`config.mk`:
```
export PLATFORM = sky130hd
export DESIGN_NAME = apuf_crp_sequencer
export DESIGN_NICKNAME = d
export VERILOG_FILES = /design/src/rtl/apuf_crp_sequencer.sv
export SDC_FILE = /design/constraint.sdc
export NUM_CORES = 1
export LEC_CHECK = 0
export BUFFER_PORTS_ARGS = -buffer_cell sky130_fd_sc_hd__buf_2
export CAP_MARGIN = 20
export CORE_AREA = 2 2 299 183
export DETAILED_ROUTE_END_ITERATION = 10
export DIE_AREA = 0 0 301 185
export PLACE_DENSITY = 0.59
export SYNTH_ARGS = -nofsm -noshare
export SYNTH_HDL_FRONTEND = slang
export SYNTH_SLANG_ARGS = --single-unit
```
`constraint.sdc`:
```
create_clock -name clk -period 2.8 [get_ports clk]
set_input_delay 0.14 -clock clk [delete_from_list [all_inputs] [get_ports clk]]
set_output_delay 0.14 -clock clk [all_outputs]
set_load 0.03 [all_outputs]
```
`src/rtl/apuf_crp_sequencer.sv`:
```
// apuf_crp_sequencer
//   Drives the challenge bus of an arbiter-PUF array from a seeded LFSR. Each
//   challenge is held for SETTLE_CYC cycles and then sampled VOTE_N times. The
//   majority of those samples becomes one response bit. RESP_W bits are packed
//   per word, and the word is handed out over a valid/ready interface.
//
// Ports
//   clk, rst        system clock, synchronous active-high reset
//   start_i         start pulse, honoured only in IDLE
//   seed_i          LFSR seed, captured on an accepted start (0 is replaced by 1)
//   num_words_i     number of words to produce, captured on an accepted start
//   chal_o          challenge to the PUF array
//   puf_resp_i      PUF array response bit
//   resp_word_o     packed response word
//   resp_valid_o    resp_word_o valid
//   resp_ready_i    consumer accepts resp_word_o
//   busy_o          high whenever the FSM is not in IDLE
//   done_o          one-cycle pulse at the end of a run
//   unstable_cnt_o  (APUF_CRP_STABILITY_EN only) count of non-unanimous bits
//
// Handshake: a word transfers on a rising clk edge where resp_valid_o and
// resp_ready_i are both high. Once raised, resp_valid_o and resp_word_o stay
// stable until that edge. The ready signal may be high before valid.
//
// Optional feature macro: APUF_CRP_STABILITY_EN
module apuf_crp_sequencer #(
  parameter int CHAL_W     = 243,
  parameter int SETTLE_CYC = 4,
  parameter int VOTE_N     = 5,
  parameter int RESP_W     = 32
) (
  input  logic              clk,
  input  logic              rst,
  input  logic              start_i,
  input  logic [CHAL_W-1:0] seed_i,
  input  logic [15:0]       num_words_i,
  output logic [CHAL_W-1:0] chal_o,
  input  logic              puf_resp_i,
  output logic [RESP_W-1:0] resp_word_o,
  output logic              resp_valid_o,
  input  logic              resp_ready_i,
  output logic              busy_o,
  output logic              done_o
`ifdef APUF_CRP_STABILITY_EN
  ,
  output logic [15:0]       unstable_cnt_o
`endif
);

  localparam int SC_W = (SETTLE_CYC > 1) ? $clog2(SETTLE_CYC) : 1;
  localparam int VC_W = $clog2(VOTE_N + 1);
  localparam int BI_W = (RESP_W > 1) ? $clog2(RESP_W) : 1;

  localparam logic [SC_W-1:0] SETTLE_LAST = SC_W'(SETTLE_CYC - 1);
  localparam logic [VC_W-1:0] VOTE_LAST   = VC_W'(VOTE_N - 1);
  localparam logic [VC_W-1:0] VOTE_HALF   = VC_W'(VOTE_N / 2);
  localparam logic [VC_W-1:0] VOTE_ALL    = VC_W'(VOTE_N);
  localparam logic [BI_W-1:0] BIT_LAST    = BI_W'(RESP_W - 1);

  typedef enum logic [2:0] {
    S_IDLE, S_SETTLE, S_SAMPLE, S_EMIT, S_DONE
  } state_t;

  state_t              state_q, state_d;
  logic [CHAL_W-1:0]   chal_q, chal_d;
  logic [RESP_W-1:0]   word_q, word_d;
  logic                valid_q, valid_d;
  logic                busy_q, busy_d;
  logic                done_q, done_d;
  logic [SC_W-1:0]     settle_cnt_q, settle_cnt_d;
  logic [VC_W-1:0]     vote_cnt_q, vote_cnt_d;
  logic [VC_W-1:0]     ones_q, ones_d;
  logic [BI_W-1:0]     bit_idx_q, bit_idx_d;
  logic [15:0]         words_left_q, words_left_d;
  logic [15:0]         unstable_q, unstable_d;

  // Ones count including the sample taken on the current edge.
  logic [VC_W-1:0]     ones_total;
  logic                lfsr_fb;

  assign ones_total = ones_q + VC_W'(puf_resp_i);
  assign lfsr_fb    = chal_q[CHAL_W-1] ^ chal_q[CHAL_W/2] ^ chal_q[0];

  always_comb begin
    state_d      = state_q;
    chal_d       = chal_q;
    word_d       = word_q;
    valid_d      = valid_q;
    settle_cnt_d = settle_cnt_q;
    vote_cnt_d   = vote_cnt_q;
    ones_d       = ones_q;
    bit_idx_d    = bit_idx_q;
    words_left_d = words_left_q;
    unstable_d   = unstable_q;

    case (state_q)
      S_IDLE: begin
        if (start_i) begin
          if (num_words_i != 16'd0) begin
            // An all-zero seed would lock the LFSR, so it is replaced by 1.
            chal_d       = (seed_i == '0) ? CHAL_W'(1) : seed_i;
            words_left_d = num_words_i;
            bit_idx_d    = '0;
            vote_cnt_d   = '0;
            ones_d       = '0;
            settle_cnt_d = '0;
            unstable_d   = '0;
            state_d      = S_SETTLE;
          end else begin
            state_d = S_DONE;
          end
        end
      end
      S_SETTLE: begin
        if (settle_cnt_q == SETTLE_LAST) begin
          settle_cnt_d = '0;
          state_d      = S_SAMPLE;
        end else begin
          settle_cnt_d = settle_cnt_q + 1'b1;
        end
      end
      S_SAMPLE: begin
        if (vote_cnt_q == VOTE_LAST) begin
          word_d[bit_idx_q] = (ones_total > VOTE_HALF);
          chal_d     = {chal_q[CHAL_W-2:0], lfsr_fb};
          vote_cnt_d = '0;
          ones_d     = '0;
          if ((ones_total != '0) && (ones_total != VOTE_ALL) &&
              (unstable_q != 16'hFFFF)) begin
            unstable_d = unstable_q + 16'd1;
          end
          if (bit_idx_q == BIT_LAST) begin
            bit_idx_d = '0;
            valid_d   = 1'b1;
            state_d   = S_EMIT;
          end else begin
            bit_idx_d = bit_idx_q + 1'b1;
            state_d   = S_SETTLE;
          end
        end else begin
          vote_cnt_d = vote_cnt_q + 1'b1;
          ones_d     = ones_total;
        end
      end
      S_EMIT: begin
        if (resp_ready_i) begin
          valid_d      = 1'b0;
          words_left_d = words_left_q - 16'd1;
          // The challenge was already advanced on the last sample edge.
          state_d      = (words_left_q == 16'd1) ? S_DONE : S_SETTLE;
        end
      end
      S_DONE: begin
        state_d = S_IDLE;
      end
      default: begin
        state_d = S_IDLE;
      end
    endcase

    // Status outputs are registered copies of the next-state decode.
    busy_d = (state_d != S_IDLE);
    done_d = (state_d == S_DONE);
  end

  always_ff @(posedge clk) begin
    if (rst) begin
      state_q      <= S_IDLE;
      chal_q       <= '0;
      word_q       <= '0;
      valid_q      <= 1'b0;
      busy_q       <= 1'b0;
      done_q       <= 1'b0;
      settle_cnt_q <= '0;
      vote_cnt_q   <= '0;
      ones_q       <= '0;
      bit_idx_q    <= '0;
      words_left_q <= '0;
      unstable_q   <= '0;
    end else begin
      state_q      <= state_d;
      chal_q       <= chal_d;
      word_q       <= word_d;
      valid_q      <= valid_d;
      busy_q       <= busy_d;
      done_q       <= done_d;
      settle_cnt_q <= settle_cnt_d;
      vote_cnt_q   <= vote_cnt_d;
      ones_q       <= ones_d;
      bit_idx_q    <= bit_idx_d;
      words_left_q <= words_left_d;
      unstable_q   <= unstable_d;
    end
  end

  assign chal_o       = chal_q;
  assign resp_word_o  = word_q;
  assign resp_valid_o = valid_q;
  assign busy_o       = busy_q;
  assign done_o       = done_q;

`ifdef APUF_CRP_STABILITY_EN
  assign unstable_cnt_o = unstable_q;
`else
  // Without the stability feature the counter has no observer.
  logic unused_unstable;
  assign unused_unstable = ^unstable_q;
`endif

endmodule

```
==> qor.yml, run 1 <==
die_h_um: 185
root_buffer: "clkbuf_16"
fin_skew_ps: 11.4
cts_sinks: 310
swShare: 0.320
cts_max_level: 2
multiInputGateArea_um2: 8520
period_share: 0.881
routed-via-count: 17300
core_area_um2: 53300
hold_violations: 0
post-place-ws_ps: 224
p_int_w: 0.00851
drt-total-wl_um: 61300
dr_wl_met3_um: 4310
gp_congestion: 0.908
setup_viol: 0
maxCapViolations: 0
critPathLaunchType: "input port"
power.total_w: 0.0125
viasPerCell: 5.20
async_reset_ff_frac: 0
post-route-min-period_ps: 2470
nets: 2861
ys.flop_type: "dfxtp_1"
required_ps: 3250
critical_path_class: "in -> reg"
ys_warn_count: 0
wl_met2_um: 28400
synth_edf_count: 0
setup_tns_ps: 0
boundaryPins: 542
rows: 66
drc: 0
ir_worst_vdd_mv: 0.308
die_width_um: 301
numPortBuffers: 541
post-route-util: 0.423
power_density_nw_per_um2: 555
synth_area_um2: 15700
grt_pass1_vias: 16300
p_clk_frac: 0.368
layout-drive-gt1-share: 0.325
rsz0062_at_grt: "false"
wire_per_inst_um: 18.4
endpoint_kind: "flip-flop"
p_seq_frac: 0.403
regToRegSetupSlack_ps: 430
dr.first_iter.drc_count: 1484
synth-seq-area-share: 0.395
gr-usage-all-layers: 0.207
final_cells: 3326
clockBufferDepth: 3
initial_core_util: 0.295
arrival_ps: 2910
clkLatencyLatePin_ps: 520
met1_length_um: 26200
maxSlewViolCount: 0
tightest_slew_ps: 965
seq_area_um2: 6210
cp_cell_sequence: "dlygate4sd3_1, buf_2, nor4_1, nand4_1, nor4_1, buf_4, nand4_1, a31oi_1"
setup_slack_ps: 334
grt-ovfl-total: 0
place_inst: 3012
slew_headroom: 0.357
leakagePower_nw: 9.50
synthCells: 1884
cts_buffers: 34
cts_resized: 0
power_switching_w: 0.00401
syn-num-nets: 2160
crit_slowest_cell: "nor4_1"
antenna_found_initial: 2
synthToLayoutAreaGrowth_pct: 43.5
fillCellCount: 5162
combPwrFrac: 0.228
cpPeakStageDelay_ps: 710
syn_avg_cell_area_um2: 8.33
grt_max_degree: 122
critPathMaxFanout: 2
ys_seq_elements: 310
path_clk_slew_ps: 60
outcome: "complete, no violations"
hold_class: "in -> reg"
grt_pass1_wl_um: 92700
die-area_um2: 55700
synth_cell_types: 53
dp_hpwl_um: 42500
highest-signal-layer: "met5"
ant_nets: 0
fmax_mhz: 405
firstDrtPassIters: 5
cts_tree: "done"
cells by family after synthesis:
family                     count (synthesis)  share of synthesized area
and+or+nand+nor                         1026                      0.272
AOI/OAI and AO/OA                        352                      0.255
DFF                                      310                      0.395
buffers and inverters                    175                     0.0625
adders and majority gates                 12                    0.00956
xor gates and xnor gates                   5                    0.00279
muxes                                      4                    0.00263
per-layer routing:
metal	track usage	vias to the layer above
met3	0.0432	191
li1	-	8084
met4	0.0828	2
met1	0.276	8219
met2	0.325	789
met5	0	-
sequential cells by signal, summed over array words and instances (netlist names), 2 cells and up:
name,flops
vote_cnt_q,3
settle_cnt_q,2
ones_q,3
resp_word_o,32
words_left_q,16
state_q,3
chal_o,243
bit_idx_q,5
per-stage QoR:
stage | hold WS [ps] | cell area (um2)
2_1_floorplan | 220 | 15700
3_3_place_gp | 426 | 18900
3_5_place_dp | 432 | 18900
4_1_cts | 6.36 | 22500
5_1_grt | 32.3 | 22500
6_report | 31.1 | 22500
final timing paths:
kind,from,to,cells past startpoint
setup reg to reg,state_q[0]$_SDFF_PP0_,chal_o[212]$_SDFFE_PP0P_,6
setup / recovery,seed_i[77],chal_o[0]$_SDFFE_PP0P_,8
hold / removal,num_words_i[9],words_left_q[9]$_SDFFE_PP0P_,4
hold reg to reg,settle_cnt_q[0]$_SDFFE_PP0P_,settle_cnt_q[0]$_SDFFE_PP0P_,1
placed cells by master, fill, tap and decap left out, drive strengths merged, types with 4 or more instances in the layout:
| cell | instances |
|---|---|
| a22oi | 4 |
| ha | 12 |
| nor2 | 302 |
| and2 | 6 |
| clkbuf | 52 |
| dfxtp | 310 |
| nand4 | 16 |
| nor4 | 68 |
| a311oi | 242 |
| o21ai | 23 |
| a211oi | 5 |
| dlygate4sd3 | 250 |
| nor3b | 4 |
| buf | 583 |
| nand3 | 11 |
| nand2 | 547 |
| clkinv | 7 |
| nor3 | 52 |
| inv | 7 |
| a21oi | 62 |
power groups by stage:
stage / Combinational (W) / Sequential (W) / Clock [W]
2_1_floorplan: 0.00111 / 0.00569 / 0
3_3_place_gp: 0.00251 / 0.00512 / 0
3_5_place_dp: 0.00256 / 0.00513 / 0
4_1_cts: 0.00284 / 0.00504 / 0.00474
5_1_grt: 0.00304 / 0.00509 / 0.00494
6_report: 0.00286 / 0.00505 / 0.00461
worst max-delay path: cells and delay by family:
kind            cells  cell delay (ps)
compound gates      1              180
buf+inv             3              890
simple gates        4             1700
Yosys cell counts (3+ instances only):
| cell type | instances | area (um2) |
|---|---|---|
| nand2_1 | 547 | 2050 |
| dfxtp_1 | 310 | 6210 |
| nor2_1 | 298 | 1120 |
| a311oi_2 | 200 | 3000 |
| clkbuf_1 | 91 | 342 |
| nor4_1 | 68 | 425 |
| a21oi_1 | 62 | 310 |
| nor3_1 | 52 | 260 |
| a311oi_1 | 42 | 368 |
| buf_6 | 29 | 327 |
| buf_2 | 26 | 130 |
| o21ai_0 | 23 | 115 |
| buf_4 | 20 | 150 |
| nand4_1 | 15 | 93.8 |
| ha_1 | 12 | 150 |
| nand3_1 | 11 | 55.1 |
| inv_1 | 7 | 26.3 |
| and2_1 | 6 | 37.5 |
| a211oi_1 | 4 | 30.0 |
| a22oi_1 | 4 | 30.0 |
| nor3b_1 | 4 | 30.0 |
| and3b_1 | 3 | 26.3 |
| mux2i_1 | 3 | 30.0 |
| nand3b_1 | 3 | 22.5 |
| nor2_2 | 3 | 18.8 |
| nor2b_1 | 3 | 18.8 |
| xnor2_1 | 3 | 26.3 |
timing repair:
item,in CTS,in global routing
setup buffers,0,0
hold buffers,250,0
endpoints found under the hold margin,250,0
area by class of cell:
type | count | area share
antenna | 1 | 0.000111
clock buffer | 52 | 0.0463
clock inverter | 10 | 0.00372
inverter | 7 | 0.00117
multi-input combinational | 1399 | 0.378
sequential | 310 | 0.275
tap | 714 | 0.0396
timing repair buffer | 833 | 0.255
(Power assumes the default switching activity.)
==> run 2: changes to the inputs <==
Settings changed: ABC_AREA from default to 1, CORE_AREA 2 2 299 183 to 2 2 295 181, DIE_AREA 0 0 301 185 to 0 0 297 183, GPL_ROUTABILITY_DRIVEN from default to 1.
==> qor.yml, run 2 <==
mostFrequentLayoutCell: "buf_2"
setup_tns_ps: 0
path_clk_slew_ps: 60
cts_buffers: 34
timing.rr.start: "state_q[1]$_SDFF_PP0_"
clockBufferDepth: 3
viasPerCell: 4.59
regToRegSetupSlack_ps: 290
layout-drive-gt1-share: 0.209
firstDrtPassIters: 6
grt_pass1_wl_um: 90400
syn-num-nets: 2579
fillCellCount: 5296
hold_depth: 5
synthTopCellsByCount: "nor2_1, o21ai_0, dfxtp_1, inv_1, a21oi_1"
die_h_um: 183
nets: 3281
synthTopCellsByArea: "dfxtp_1, o21ai_0, nor2_1"
rows: 65
met1_usage: 0.280
critPathLaunchType: "flip-flop"
antenna_found_initial: 4
async_reset_ff_frac: 0
gr-usage-all-layers: 0.202
grt-ovfl-total: 0
top_usage_layer: "met2"
ys_warn_count: 0
cts_max_level: 2
power_density_nw_per_um2: 556
rsz0062_at_grt: "false"
place_inst: 3418
reg2reg_to: "chal_o[169]$_SDFFE_PP0P_"
die_width_um: 297
post-route-min-period_ps: 2510
hold_violations: 0
clkLatencyLatePin_ps: 520
synth-seq-area-share: 0.405
largest_reg_flops: 243
r2r_cells: 13
wire_per_inst_um: 15.1
critPathMaxFanout: 97
grt_util_met3: 0.0439
ys.flop_type: "dfxtp_1"
root_buffer: "clkbuf_16"
ant_nets: 0
routed-via-count: 17200
outcome: "complete, no violations"
syn_avg_cell_area_um2: 6.66
endpoint_kind: "flip-flop"
grt_pass1_vias: 16400
core_area_um2: 51700
drc: 0
grt_max_degree: 195
boundaryPins: 542
arrival_ps: 2970
tightest_slew_ps: 937
fmax_mhz: 398
drt-total-wl_um: 56500
slew_headroom: 0.375
cts_sinks: 310
hold_path_end: "words_left_q[7]$_SDFFE_PP0P_"
synth_top_area_share: 0.405
synth.most_common_cell: "nor2_1"
dp_hpwl_um: 39100
min_from: "num_words_i[7]"
cts_tree: "done"
dr.first_iter.drc_count: 1048
leakagePower_nw: 9.70
ys_seq_elements: 310
yosys.area.top_type: "dfxtp_1"
initial_core_util: 0.296
synth_area_um2: 15300
cts_setup_buffers: 0
cts_resized: 0
period_share: 0.897
critical_path_class: "reg -> reg"
final_cells: 3737
die-area_um2: 54400
met2_usage: 0.311
fin_skew_ps: 9.24
setup_viol: 0
numPortBuffers: 541
mostFrequentLayoutCells: "buf_2, nor2_1, o21ai_0, dfxtp_1, inv_1"
synth_edf_count: 0
synthToLayoutAreaGrowth_pct: 44.1
power.total_w: 0.0123
maxSlewViolCount: 0
required_ps: 3250
synthCells: 2303
ir_worst_vdd_mv: 0.333
gp_congestion: 0.886
synth_cell_types: 32
maxCapViolations: 0
hold_class: "in -> reg"
## run 2: kinds of logic after synthesis
kind of cell / after synthesis / share of synthesized area
compound gates: 857 / 0.284
xor+xnor: 11 / 0.00629
fa+ha+maj: 12 / 0.00979
buf+inv: 438 / 0.123
flops: 310 / 0.405
simple gates: 675 / 0.171
## run 2: how the worst max path moves through the flow
stage | end | depth (start not counted) | startpoint | slack, ps
global placement | chal_o[132]$_SDFFE_PP0P_ | 12 | state_q[1]$_SDFF_PP0_ | 370
global route | chal_o[144]$_SDFFE_PP0P_ | 13 | state_q[1]$_SDFF_PP0_ | 20
detailed placement | chal_o[171]$_SDFFE_PP0P_ | 12 | state_q[1]$_SDFF_PP0_ | 330
CTS | chal_o[6]$_SDFFE_PP0P_ | 12 | state_q[1]$_SDFF_PP0_ | 320
finish | chal_o[169]$_SDFFE_PP0P_ | 13 | state_q[1]$_SDFF_PP0_ | 290
floorplan | chal_o[11]$_SDFFE_PP0P_ | 13 | state_q[1]$_SDFF_PP0_ | 1170
## run 2: through the flow
stage | cell area [um2] | hold slack [ps] | worst slack (ps) | util
after floorplan | 15300 | 278 | 1170 | -
after global placement | 18400 | 384 | 369 | 0.356
after detailed placement | 18400 | 385 | 329 | 0.356
after CTS | 22100 | 4.52 | 317 | 0.427
after global routing | 22100 | 52.2 | 22.3 | 0.427
final | 22100 | 42.6 | 287 | 0.427
## run 2: power breakdown
group          total (W)  leakage, nW  internal (W)  switching, W
Sequential       0.00504         2.56       0.00476      0.000280
Combinational    0.00270         6.60       0.00100       0.00170
Clock            0.00455        0.540       0.00262       0.00193
Total             0.0123         9.70       0.00838       0.00391
## run 2: final cells by class
type | instances | area [um2] | share of cell area
Sequential cell | 310 | 6210 | 0.281
Clock inverter | 9 | 76.3 | 0.00346
Inverter | 285 | 1100 | 0.0500
Tap cell | 703 | 880 | 0.0398
Antenna cell | 4 | 10.0 | 0.000453
Multi-Input combinational cell | 1555 | 7240 | 0.328
Clock buffer | 52 | 1020 | 0.0463
Timing Repair Buffer | 819 | 5560 | 0.251
## run 2: routing by layer
metal | vias to the layer above | wire (um)
li1 | 8903 | -
met1 | 7614 | 26900
met2 | 526 | 24500
met3 | 117 | 3370
met4 | 0 | 1780
met5 | - | 0
## run 2: what timing repair did
item                                   CTS  global route
endpoints found under the hold margin  254             0
setup endpoints to repair                0             0
hold buffers                           254             0
## run 2: worst max-delay path, cell delays in order, from the launching register on
cell and delay (ps):
dfxtp_1 370, inv_2 40, nor2_2 130, inv_2 80, nor2_8 200, inv_16 100, nor2_8 130, inv_2 40
nand2_2 250, clkinv_8 370, buf_4 360, o21ai_0 120, a21oi_1 80, nor2_1 110
